==> src/rtl/pwm_ctrl_pkg.sv <==
// ----------------------------------------------------------------------------
// pwm_ctrl_pkg
// Shared types and default constants for the pwm button conditioner.
//   db_state_e      : per-channel debounce FSM state (2-bit, 0..3)
//   DEF_*           : default parameter values used by the conditioner
// ----------------------------------------------------------------------------
package pwm_ctrl_pkg;

    typedef enum logic [1:0] {
        IDLE         = 2'd0,
        PRESS_WAIT   = 2'd1,
        HELD         = 2'd2,
        RELEASE_WAIT = 2'd3
    } db_state_e;

    localparam int unsigned DEF_SYNC_STAGES     = 2;
    localparam int unsigned DEF_DEBOUNCE_CYCLES = 16;
    localparam int unsigned DEF_REPEAT_DELAY    = 512;
    localparam int unsigned DEF_REPEAT_PERIOD   = 64;

endpackage

==> src/rtl/debounce_channel.sv <==
// ----------------------------------------------------------------------------
// debounce_channel
// One button lane: synchroniser chain, debounce FSM and (with AUTOREPEAT_EN
// defined) an auto-repeat counter that runs while the button is held.
//
// Ports:
//   clk      : system clock, rising edge
//   rst_n    : asynchronous active-low reset
//   btn_raw  : raw asynchronous button level, active-high
//   evt      : one-cycle event strobe (press or repeat), combinational from
//              registered state; the top level registers it
//   held     : debounced button level (HELD or RELEASE_WAIT)
//
// Build option: AUTOREPEAT_EN enables the repeat counter.
//
// state        | meaning
// -------------+-----------------------------------------------------------
// IDLE         | button released and stable
// PRESS_WAIT   | synchronised level high, counting toward acceptance
// HELD         | press accepted, button still down
// RELEASE_WAIT | synchronised level low, counting toward release
// ----------------------------------------------------------------------------
module debounce_channel
    import pwm_ctrl_pkg::*;
#(
    parameter int unsigned SYNC_STAGES     = DEF_SYNC_STAGES,
    parameter int unsigned DEBOUNCE_CYCLES = DEF_DEBOUNCE_CYCLES,
    parameter int unsigned REPEAT_DELAY    = DEF_REPEAT_DELAY,
    parameter int unsigned REPEAT_PERIOD   = DEF_REPEAT_PERIOD
) (
    input  logic clk,
    input  logic rst_n,
    input  logic btn_raw,
    output logic evt,
    output logic held
);

    localparam int unsigned CNT_W = $clog2(DEBOUNCE_CYCLES);
    localparam logic [CNT_W-1:0] CNT_LAST = CNT_W'(DEBOUNCE_CYCLES - 1);

    logic [SYNC_STAGES-1:0] sync_q;
    logic                   s;
    db_state_e              state_q;
    logic [CNT_W-1:0]       cnt_q;
    logic                   press_evt;

    assign s = sync_q[SYNC_STAGES-1];

    always_ff @(posedge clk or negedge rst_n) begin
        if (!rst_n) begin
            sync_q <= '0;
        end else begin
            sync_q <= {sync_q[SYNC_STAGES-2:0], btn_raw};
        end
    end

    // The terminal-count compare doubles as saturation: the counter is never
    // incremented once it reaches CNT_LAST because the FSM leaves that state.
    always_ff @(posedge clk or negedge rst_n) begin
        if (!rst_n) begin
            state_q <= IDLE;
            cnt_q   <= '0;
        end else begin
            case (state_q)
                IDLE: begin
                    if (s) begin
                        state_q <= PRESS_WAIT;
                        cnt_q   <= '0;
                    end
                end
                PRESS_WAIT: begin
                    if (!s) begin
                        state_q <= IDLE;
                    end else if (cnt_q == CNT_LAST) begin
                        state_q <= HELD;
                    end else begin
                        cnt_q <= cnt_q + 1'b1;
                    end
                end
                HELD: begin
                    if (!s) begin
                        state_q <= RELEASE_WAIT;
                        cnt_q   <= '0;
                    end
                end
                RELEASE_WAIT: begin
                    if (s) begin
                        state_q <= HELD;
                    end else if (cnt_q == CNT_LAST) begin
                        state_q <= IDLE;
                    end else begin
                        cnt_q <= cnt_q + 1'b1;
                    end
                end
            endcase
        end
    end

    assign press_evt = (state_q == PRESS_WAIT) && s && (cnt_q == CNT_LAST);
    assign held      = (state_q == HELD) || (state_q == RELEASE_WAIT);

`ifdef AUTOREPEAT_EN
    localparam int unsigned RPT_MAX = (REPEAT_DELAY > REPEAT_PERIOD) ? REPEAT_DELAY : REPEAT_PERIOD;
    localparam int unsigned RPT_W   = (RPT_MAX > 1) ? $clog2(RPT_MAX) : 1;
    localparam logic [RPT_W-1:0] RPT_DELAY_LAST  = RPT_W'(REPEAT_DELAY - 1);
    localparam logic [RPT_W-1:0] RPT_PERIOD_LAST = RPT_W'(REPEAT_PERIOD - 1);

    logic [RPT_W-1:0] rpt_cnt_q;
    logic             rpt_armed_q;   // first (long) delay already elapsed
    logic             rpt_hit;
    logic             rpt_evt;

    assign rpt_hit = (rpt_cnt_q == (rpt_armed_q ? RPT_PERIOD_LAST : RPT_DELAY_LAST));
    assign rpt_evt = (state_q == HELD) && s && rpt_hit;

    // Counts only on HELD cycles that stay in HELD; frozen in RELEASE_WAIT
    // so a release bounce resumes where it left off.
    always_ff @(posedge clk or negedge rst_n) begin
        if (!rst_n) begin
            rpt_cnt_q   <= '0;
            rpt_armed_q <= 1'b0;
        end else if (state_q == IDLE) begin
            rpt_cnt_q   <= '0;
            rpt_armed_q <= 1'b0;
        end else if ((state_q == HELD) && s) begin
            if (rpt_hit) begin
                rpt_cnt_q   <= '0;
                rpt_armed_q <= 1'b1;
            end else begin
                rpt_cnt_q <= rpt_cnt_q + 1'b1;
            end
        end
    end

    assign evt = press_evt | rpt_evt;
`else
    logic unused_rpt_cfg;
    assign unused_rpt_cfg = ^{REPEAT_DELAY, REPEAT_PERIOD};
    assign evt = press_evt;
`endif

endmodule

==> src/rtl/pwm_button_conditioner.sv <==
// ----------------------------------------------------------------------------
// pwm_button_conditioner
// Conditions the raw up/down push buttons for the pwm duty-cycle block.
// Each button is synchronised and debounced; every accepted press yields a
// single registered pulse on increase_duty_sync / decrease_duty_sync.
//
// Ports:
//   clk                : system clock, rising edge
//   rst_n              : asynchronous active-low reset
//   btn_up_raw         : raw "increase" button, asynchronous, active-high
//   btn_dn_raw         : raw "decrease" button, asynchronous, active-high
//   increase_duty_sync : one-cycle pulse per accepted up event
//   decrease_duty_sync : one-cycle pulse per accepted down event
//   up_held            : debounced up level
//   dn_held            : debounced down level
//
// Build option: AUTOREPEAT_EN adds auto-repeat pulses while a button is held.
// ----------------------------------------------------------------------------
module pwm_button_conditioner
    import pwm_ctrl_pkg::*;
#(
    parameter int unsigned SYNC_STAGES     = DEF_SYNC_STAGES,
    parameter int unsigned DEBOUNCE_CYCLES = DEF_DEBOUNCE_CYCLES,
    parameter int unsigned REPEAT_DELAY    = DEF_REPEAT_DELAY,
    parameter int unsigned REPEAT_PERIOD   = DEF_REPEAT_PERIOD
) (
    input  logic clk,
    input  logic rst_n,
    input  logic btn_up_raw,
    input  logic btn_dn_raw,
    output logic increase_duty_sync,
    output logic decrease_duty_sync,
    output logic up_held,
    output logic dn_held
);

    logic up_evt;
    logic dn_evt;
    logic inc_q, inc_d;
    logic dec_q, dec_d;

    debounce_channel #(
        .SYNC_STAGES    (SYNC_STAGES),
        .DEBOUNCE_CYCLES(DEBOUNCE_CYCLES),
        .REPEAT_DELAY   (REPEAT_DELAY),
        .REPEAT_PERIOD  (REPEAT_PERIOD)
    ) u_up (
        .clk    (clk),
        .rst_n  (rst_n),
        .btn_raw(btn_up_raw),
        .evt    (up_evt),
        .held   (up_held)
    );

    debounce_channel #(
        .SYNC_STAGES    (SYNC_STAGES),
        .DEBOUNCE_CYCLES(DEBOUNCE_CYCLES),
        .REPEAT_DELAY   (REPEAT_DELAY),
        .REPEAT_PERIOD  (REPEAT_PERIOD)
    ) u_dn (
        .clk    (clk),
        .rst_n  (rst_n),
        .btn_raw(btn_dn_raw),
        .evt    (dn_evt),
        .held   (dn_held)
    );

    // Coincident events cancel each other. Masking with the current output
    // guarantees a low cycle between consecutive pulses on one lane.
    always_comb begin
        inc_d = up_evt & ~dn_evt & ~inc_q;
        dec_d = dn_evt & ~up_evt & ~dec_q;
    end

    always_ff @(posedge clk or negedge rst_n) begin
        if (!rst_n) begin
            inc_q <= 1'b0;
            dec_q <= 1'b0;
        end else begin
            inc_q <= inc_d;
            dec_q <= dec_d;
        end
    end

    assign increase_duty_sync = inc_q;
    assign decrease_duty_sync = dec_q;

endmodule
==> config.mk <==
export PLATFORM = sky130hd
export DESIGN_NAME = pwm_button_conditioner
export DESIGN_NICKNAME = d
export VERILOG_FILES = /design/src/rtl/pwm_ctrl_pkg.sv /design/src/rtl/debounce_channel.sv /design/src/rtl/pwm_button_conditioner.sv
export SDC_FILE = /design/constraint.sdc
export NUM_CORES = 1
export LEC_CHECK = 0
export BUFFER_PORTS_ARGS = -buffer_cell sky130_fd_sc_hd__buf_2
export CAP_MARGIN = 20
export CORE_ASPECT_RATIO = 0.75
export CORE_UTILIZATION = 25
export CTS_CLUSTER_SIZE = 40
export DETAILED_ROUTE_END_ITERATION = 10
export GPL_ROUTABILITY_DRIVEN = 0
export PLACE_DENSITY = 0.44
export SYNTH_ARGS = -nofsm -noshare
export SYNTH_HDL_FRONTEND = slang
export SYNTH_SLANG_ARGS = --single-unit
==> constraint.sdc <==
create_clock -name clk -period 1.9 [get_ports clk]
set_input_delay 0.38 -clock clk [delete_from_list [all_inputs] [get_ports clk]]
set_output_delay 0.38 -clock clk [all_outputs]
set_load 0.05 [all_outputs]
Word level (Yosys, flattened, before mapping)
Cells that the tools add are included.
{"block": "classes", "addsub": 2, "eq_ne": 20, "mux": 26, "n_bitwise": 8, "n_reduce_logical": 12}
{"op": "$mux W4", "count": 10}
{"op": "$pmux W4 S4", "count": 2}
{"op": "$mux W2", "count": 12}
{"op": "$pmux W2 S4", "count": 2}
{"op": "$reduce_and A4 Y1", "count": 4}
{"op": "$add A4 B1 Y4 const B", "count": 2}
{"op": "$eq A2 B2 Y1 const B", "count": 4}
{"op": "$eq A4 B4 Y1 const B", "count": 2}
{"op": "$ne A2 B1 Y1 const B", "count": 4}
{"op": "$ne A2 B2 Y1 const B", "count": 4}
{"op": "$ne A3 B1 Y1 const B", "count": 2}
{"op": "$ne A3 B3 Y1 const B", "count": 2}
{"op": "$and A1 B1 Y1", "count": 4}
{"op": "$eq A2 B1 Y1 const B", "count": 2}
{"op": "$logic_and A1 B1 Y1", "count": 4}
{"op": "$logic_not A2 Y1", "count": 2}
{"op": "$not A1 Y1", "count": 4}
{"op": "$logic_or A1 B1 Y1", "count": 2}
{"block": "word_totals", "register_bits": 18, "in_bits": 4, "output_inout_bits": 4, "word_cells": 76}

Longest topological paths before layout
Gate-level depths: netlist (run 1).
{"block": "depth", "depth_word": 6, "mapped_depth": 4, "mapped_depth_nobuf": 4}

Modules after synthesis
Synthesis (run 1) repeated with hierarchy kept, for this count alone.
{"block": "hier_totals", "cells_unflattened": 62, "hier_area_um2": 783.3}
{"mod": "debounce_channel", "instances": 2, "cells_each": 29, "area_each_um2": 359.1, "seq_area_each_um2": 200.2}
{"mod": "pwm_button_conditioner", "instances": 1, "cells_each": 4, "area_each_um2": 65.1, "seq_area_each_um2": 50.0}

Worst setup path before layout (run 1)
Ideal clock, no wire load.
{"block": "synth_timing", "path_type": "flip-flop to flip-flop", "start": "register u_dn.cnt_q[0]", "end": "register u_dn.cnt_q[0]", "setup_time_ps": 125, "t_arrival_ps": 1196, "required_ps": 1775, "path_slack_ps": 579, "stages_incl_launch_ff": 5, "n_path_buf": 0, "cell_sequence": "dfrtp_1 -> ha_1 -> nand4_1 -> nand2_1 -> mux2_2"}
{"block": "synth_via", "elab_chain_len": 4}
{"item": "from (decl)", "line": "debounce_channel.sv:44", "rtl": "logic [CNT_W-1:0] cnt_q;"}
{"item": "from (signal assigned)", "line": "debounce_channel.sv:77", "rtl": "cnt_q <= cnt_q + 1'b1;"}
{"item": "from (signal assigned)", "line": "debounce_channel.sv:92", "rtl": "cnt_q <= cnt_q + 1'b1;"}
{"item": "$add A4 B1 Y4 or $eq A4 B4 Y1 (tied branches)"}
{"item": "$mux W4 *", "line": "debounce_channel.sv:74, debounce_channel.sv:89"}
{"item": "$mux W4 (on tied branches)", "line": "debounce_channel.sv:87, debounce_channel.sv:72"}
{"item": "$pmux W4 S4 *", "line": "debounce_channel.sv:64", "rtl": "case (state_q)"}
Mark *: on every way between the ends. The rest lies on a longest branch, timed or not. The select of a mux whose other input is x is not followed.
A chain may end at the register's enable or synchronous reset.

Final worst setup path (run 1)
Ends and elaborated chain as after synthesis.

==> summary.txt, run 1 <==
WL final: 1287 um
Reg2Reg Depth: 4
# port buffers: 7
clock-pin slew of the registers on the worst-case setup and hold paths: 70 ps
main combinational cell family by area after synthesis: simple AND/OR/NAND/NOR gates
final hold vios: 0
Clock Sink Count: 18
Rows: 17
Die H: 50.32 um
critical-path maximum fanout: 6
Starting Density: 26.32%
# IOs: 8
r2r endpoint: u_dn.cnt_q[0]
drt initial violations: 8
mux contribution to synthesized area: 2.894%
vias in the first global route: 525
via count: 531
Simple-Gate Fraction of Synth Area: 18.65%
Post CTS Setup Buffer Count: 0
CTS Root Cell: clkbuf_8
# resized after CTS: 0
sequential share of the synthesized area: 57.88%
total power: 0.8125 mW
worst-skew pair later-pin latency: 250 ps
nets: 87
post-synthesis cell count: 71
yosys warns: 0
final setup violation count: 0
Avg Cell Area, Syn: 10.96 um^2
Area Growth Syn to Fin: 16.08%
Slew headroom: 72.90%
Max Cap Viol: 0
RSZ-0062 raised after global routing: false
Sw Ratio: 22.95%
Mapped Nets: 77
Synth Cell Area: 778.2 um^2
Synth area leaders: dfrtp_1 (58%), nand2_1 (4.3%), a21oi_1 (3.9%)
top cell type's share of synthesized area: 57.88%
area leader, netlist: dfrtp_1
initial antenna violation count: 0
P_leak: 0.4318 nW
R2R Path Start: u_dn.cnt_q[0]
reg2reg setup slack: 400 ps
area share of fa/ha/maj cells after synthesis: 3.215%
Seq cells post-synth: 18
grt ovf: 0
status: completed
WP data required: 2040 ps
Setup TNS: 0 ps
Yosys cell types: 25
fmax: 0.6651 GHz
fillers: 313
GRT Util Overall: 9.469%
CTS H-tree depth: 1
DRT Pass-1 Iters: 4
DP Wirelength: 930.2 um
first-pass GRT wire length: 2277 um
die width: 66.43 um
ANT nets after route: 0
via/cell ratio: 4.500
Worst Path Arrival: 1650 ps
CTS max path bufs: 2
total CTS buffers: 3
internal power: 0.6260 mW
DR DRC count: 0
crit end category: flop
pin count of the biggest net entering global routing: 19
min cycle time layout: 1504 ps
compound-cell area share of the yosys netlist: 9.968%
CTS tree: built
Seq pwr share: 54.1%
period utilization: 79.13%
share of cells above drive strength 1: 18.75%
Clock Skew: 5.156 ps
combinational power share: 7.9%
worst slew pin tran: 406.5 ps
Avg WL per Cell: 10.91 um
core area: 2957 um^2
ANT cells: 0
Max VDD drop: 0.2869 mV
Final Max Slew Viols: 0
Hold Buf Count CTS: 0
Psw: 0.1865 mW
fin worst setup slack: 396.5 ps
pre-CTS setup slack: 407.0 ps
PD cells: 899.4 nW/um^2
clock power share: 38.0%
critical setup path kind: reg2reg
Die ar.: 3343 um^2
startpoint types: flop
Synth Area in XOR/XNOR: 4.341%
Hold Crit Class: in2async
[cells by family (layout without fill, tap and decap cells)]
kind of cell | after synthesis | after routing
DFF | 18 | 18
buffers and inverters | 5 | 14
adders and majority gates | 2 | 2
muxes | 2 | 2
AOI/OAI and AO/OA | 14 | 14
and+or+nand+nor | 27 | 27
xor gates and xnor gates | 3 | 3
[per-stage QoR]
stage                     util, %  instance area, um^2  cells  hold WS (ps)
after floorplan                 -                778.2     71         84.41
after global placement      28.69                848.3    114         331.3
after detailed placement    28.69                848.3    114         337.0
after CTS                   30.55                903.4    118         54.61
after global routing        30.55                903.4    118         65.22
final                       30.55                903.4    118         46.37
[cells in the final DEF, fill, tap and decap left out]
master / count
o31ai_1: 1
o21ai_0: 6
xor2_1: 1
dfrtp_1: 18
a21oi_1: 6
a21bo_2: 1
mux2_2: 2
nor3b_1: 2
clkbuf_8: 4
nand4_1: 4
buf_2: 7
nand3_1: 1
ha_1: 2
nor4_1: 1
nor2_1: 3
inv_1: 3
nand2b_1: 2
and4_1: 1
nand2_1: 9
and3_1: 1
xnor2_1: 1
xor2_2: 1
or3_1: 1
nor2b_1: 1
or3b_1: 1
[metal layers]
layer	wire length, um	vias to the layer above	GRT usage (%)
met2	555	9	13.78
met1	660	254	12.22
met4	16	0	3.901
met5	0	-	0
li1	-	266	-
met3	55	2	4.091
[power groups by stage]
stage	Combinational [mW]	Clock, mW	Sequential [mW]
CTS	0.0654	0.325	0.439
finish	0.0641	0.309	0.440
detailed placement	0.0652	0	0.447
floorplan	0.0474	0	0.440
global route	0.0794	0.341	0.446
global placement	0.0647	0	0.446
[worst max-delay path, cell delays in order (launching register included)]
cell and delay, ps:
dfrtp_1 380, ha_1 200, nand4_1 260, nand2_1 210, mux2_2 350
[worst max path at each step]
stage,from,endpoint,slack (ps),cells after the start
after floorplan,u_dn.cnt_q[0],u_dn.cnt_q[0],580,4
after global placement,u_dn.cnt_q[0],u_dn.cnt_q[0],470,4
after detailed placement,u_dn.cnt_q[0],u_dn.cnt_q[0],410,4
after CTS,u_dn.cnt_q[0],u_dn.cnt_q[0],390,4
after global routing,u_dn.cnt_q[0],u_dn.cnt_q[0],280,4
final,u_dn.cnt_q[0],u_dn.cnt_q[0],400,4
[Yosys cell counts (all sizes together)]
master,count
clkbuf,1
mux2,2
and3,1
nand2,9
nor4,1
or3b,1
nor2,3
nor3b,2
o21ai,6
inv,3
xor2,2
nand2b,2
o31ai,1
nor2b,1
xnor2,1
and4,1
ha,2
a21bo,1
dfrtp,18
or3,1
nand3,1
a21oi,6
dlygate4sd1,1
nand4,4
[layout make-up]
type	count	area, um^2	area share [%]
inverters	3	11.26	1.247
clock buffers	4	55.05	6.094
flip-flops and latches	18	450.4	49.86
repair buffers	7	35.03	3.878
multi-input cells	48	304.0	33.66
well taps	38	47.55	5.263
Note: power is estimated with default switching activity, not from simulation.
==> run 2, diff against run 1 <==
==> constraint.sdc (replaced) <==
create_clock -name clk -period 1.4 [get_ports clk]
set_input_delay 0.28 -clock clk [delete_from_list [all_inputs] [get_ports clk]]
set_output_delay 0.28 -clock clk [all_outputs]
set_load 0.05 [all_outputs]
==> run 2 against run 1 <==
Effect of this change: the flow now finishes with violations (negative setup slack); non-clock buffer count rose by 9; sequential power up 35%; setup slack lost 400 ps; sequential share of layout area is 4.3 points lower; utilization grew 2.9 points; clock skew is 2.9 ps lower; count of clock-buffer cells in the layout unchanged; die area unchanged; global-route usage about the same; hold slack better by 89 ps; flip-flop and latch count did not move; critical path type unchanged; critical endpoint is now u_dn.cnt_q[1]; largest cell class unchanged.
==> summary.txt, run 2 (same netlist as run 1, synthesis figures left out) <==
end-of-flow core utilization: 33.47%
core area: 2957 um^2
Setup TNS: -1.028 ps
nets: 96
most frequent cells in the layout: dfrtp_1 (18), nand2_1 (8), buf_4 (8)
first-pass GRT wire length: 2277 um
failing checks: negative setup slack
Non-Filler Instances: 127
worst slew pin tran: 399.8 ps
via count: 571
pre-CTS setup slack: -17.10 ps
CTS tree: built
# port buffers: 7
Worst Path Arrival: 1540 ps
CTS H-tree depth: 1
via/cell ratio: 4.496
grt ovf: 0
total CTS buffers: 3
Rows: 17
Max Cap Viol: 0
CTS max path bufs: 2
final setup violation count: 1
fmax: 0.7138 GHz
Hold Crit Class: in2reg
WL final: 1352 um
critical-path maximum fanout: 5
DR DRC count: 0
Slew headroom: 73.35%
pin count of the biggest net entering global routing: 19
fin worst setup slack: -1.028 ps
commonest non-fill, non-tap cell in the layout: dfrtp_1
critical setup path kind: reg2reg
share of cells above drive strength 1: 30.34%
ANT cells: 0
Clock Sink Count: 18
DRT Pass-1 Iters: 4
drt initial violations: 12
crit end category: flop
vias in the first global route: 486
clock-pin slew of the registers on the worst-case setup and hold paths: 60 ps
RSZ-0062 raised after global routing: true
CTS Root Cell: clkbuf_8
period utilization: 100.1%
final hold vios: 0
WP data required: 1540 ps
Area Growth Syn to Fin: 27.17%
Avg WL per Cell: 10.65 um
# IOs: 8
fin area: 989.7 um^2
initial antenna violation count: 0
area post-placement: 885.9 um^2
ANT nets after route: 0
startpoint types: flop
Die ar.: 3343 um^2
WHS: 135.0 ps
Clock Skew: 2.259 ps
DP Wirelength: 934.1 um
Starting Density: 26.32%
placed insts: 119
PD cells: 1134 nW/um^2
status: complete, but fails checks
GRT Util Overall: 9.425%
die width: 66.43 um
min cycle time layout: 1401 ps
P_leak: 0.4725 nW
Max VDD drop: 0.5277 mV
worst-skew pair later-pin latency: 250 ps
total power: 1.122 mW
Die H: 50.32 um
Final Max Slew Viols: 0
run 2: changes by cell type in the layout (fill, tap and decap cells not counted):
cell,change
ha_2,+1
nor3b_2,+1
buf_4,+8
nor4_2,+1
ha_1,-1
nand2_2,+1
dlygate4sd3_1,+1
nor3b_1,-1
nor4_1,-1
nand2_1,-1
run 2: path summary, 6_finish.rpt:
check,start,endpoint,slack (ps),cells past startpoint
setup / recovery,u_dn.cnt_q[1],u_dn.cnt_q[1],-1,5
hold / removal,btn_up_raw,u_up.sync_q[0],140,1
setup reg to reg,u_dn.cnt_q[1],u_dn.cnt_q[1],-1,5
hold reg to reg,u_dn.sync_q[0],u_dn.sync_q[1],350,0
max in group asynchronous,rst_n,u_up.cnt_q[0],630,2
min in group asynchronous,rst_n,u_dn.cnt_q[2],490,2
run 2: per-layer routing:
layer  up-vias  GRT usage [%]  wire (um)
met2        17          11.56        528
met1       269          13.80        740
met3         2          4.091         62
met5         -              0          0
met4         0          4.255         21
li1        283              -          -
run 2: area by class of cell:
class | count | area, um^2
Clock buffer | 4 | 55.05
Fill cell | 299 | 1967
Inverter | 3 | 11.26
Multi-Input combinational cell | 48 | 320.3
Sequential cell | 18 | 450.4
Tap cell | 38 | 47.55
Timing Repair Buffer | 16 | 105.1
run 2: where the power goes:
part / leakage [nW] / total [mW] / switching [mW] / internal, mW
sequential: 0.233 / 0.595 / 0.0352 / 0.560
clock: 0.0288 / 0.410 / 0.161 / 0.249
combinational: 0.211 / 0.117 / 0.0561 / 0.0609
total: 0.472 / 1.12 / 0.252 / 0.870
run 2: critical path, stage by stage (launching register included):
cell and delay [ps]:
dfrtp_1 380, ha_2 200, nand4_1 210, buf_4 220, nand4_1 60, a21bo_2 220
run 2: repair_timing:
action / 4_1_cts / 5_1_grt
endpoints found under the hold margin: 18 / 0
pin swaps: 1 / 2
buffers inserted: 1 / 2
setup endpoints to repair: 1 / 6
gates resized for setup: 0 / 4
hold buffers: 1 / 0
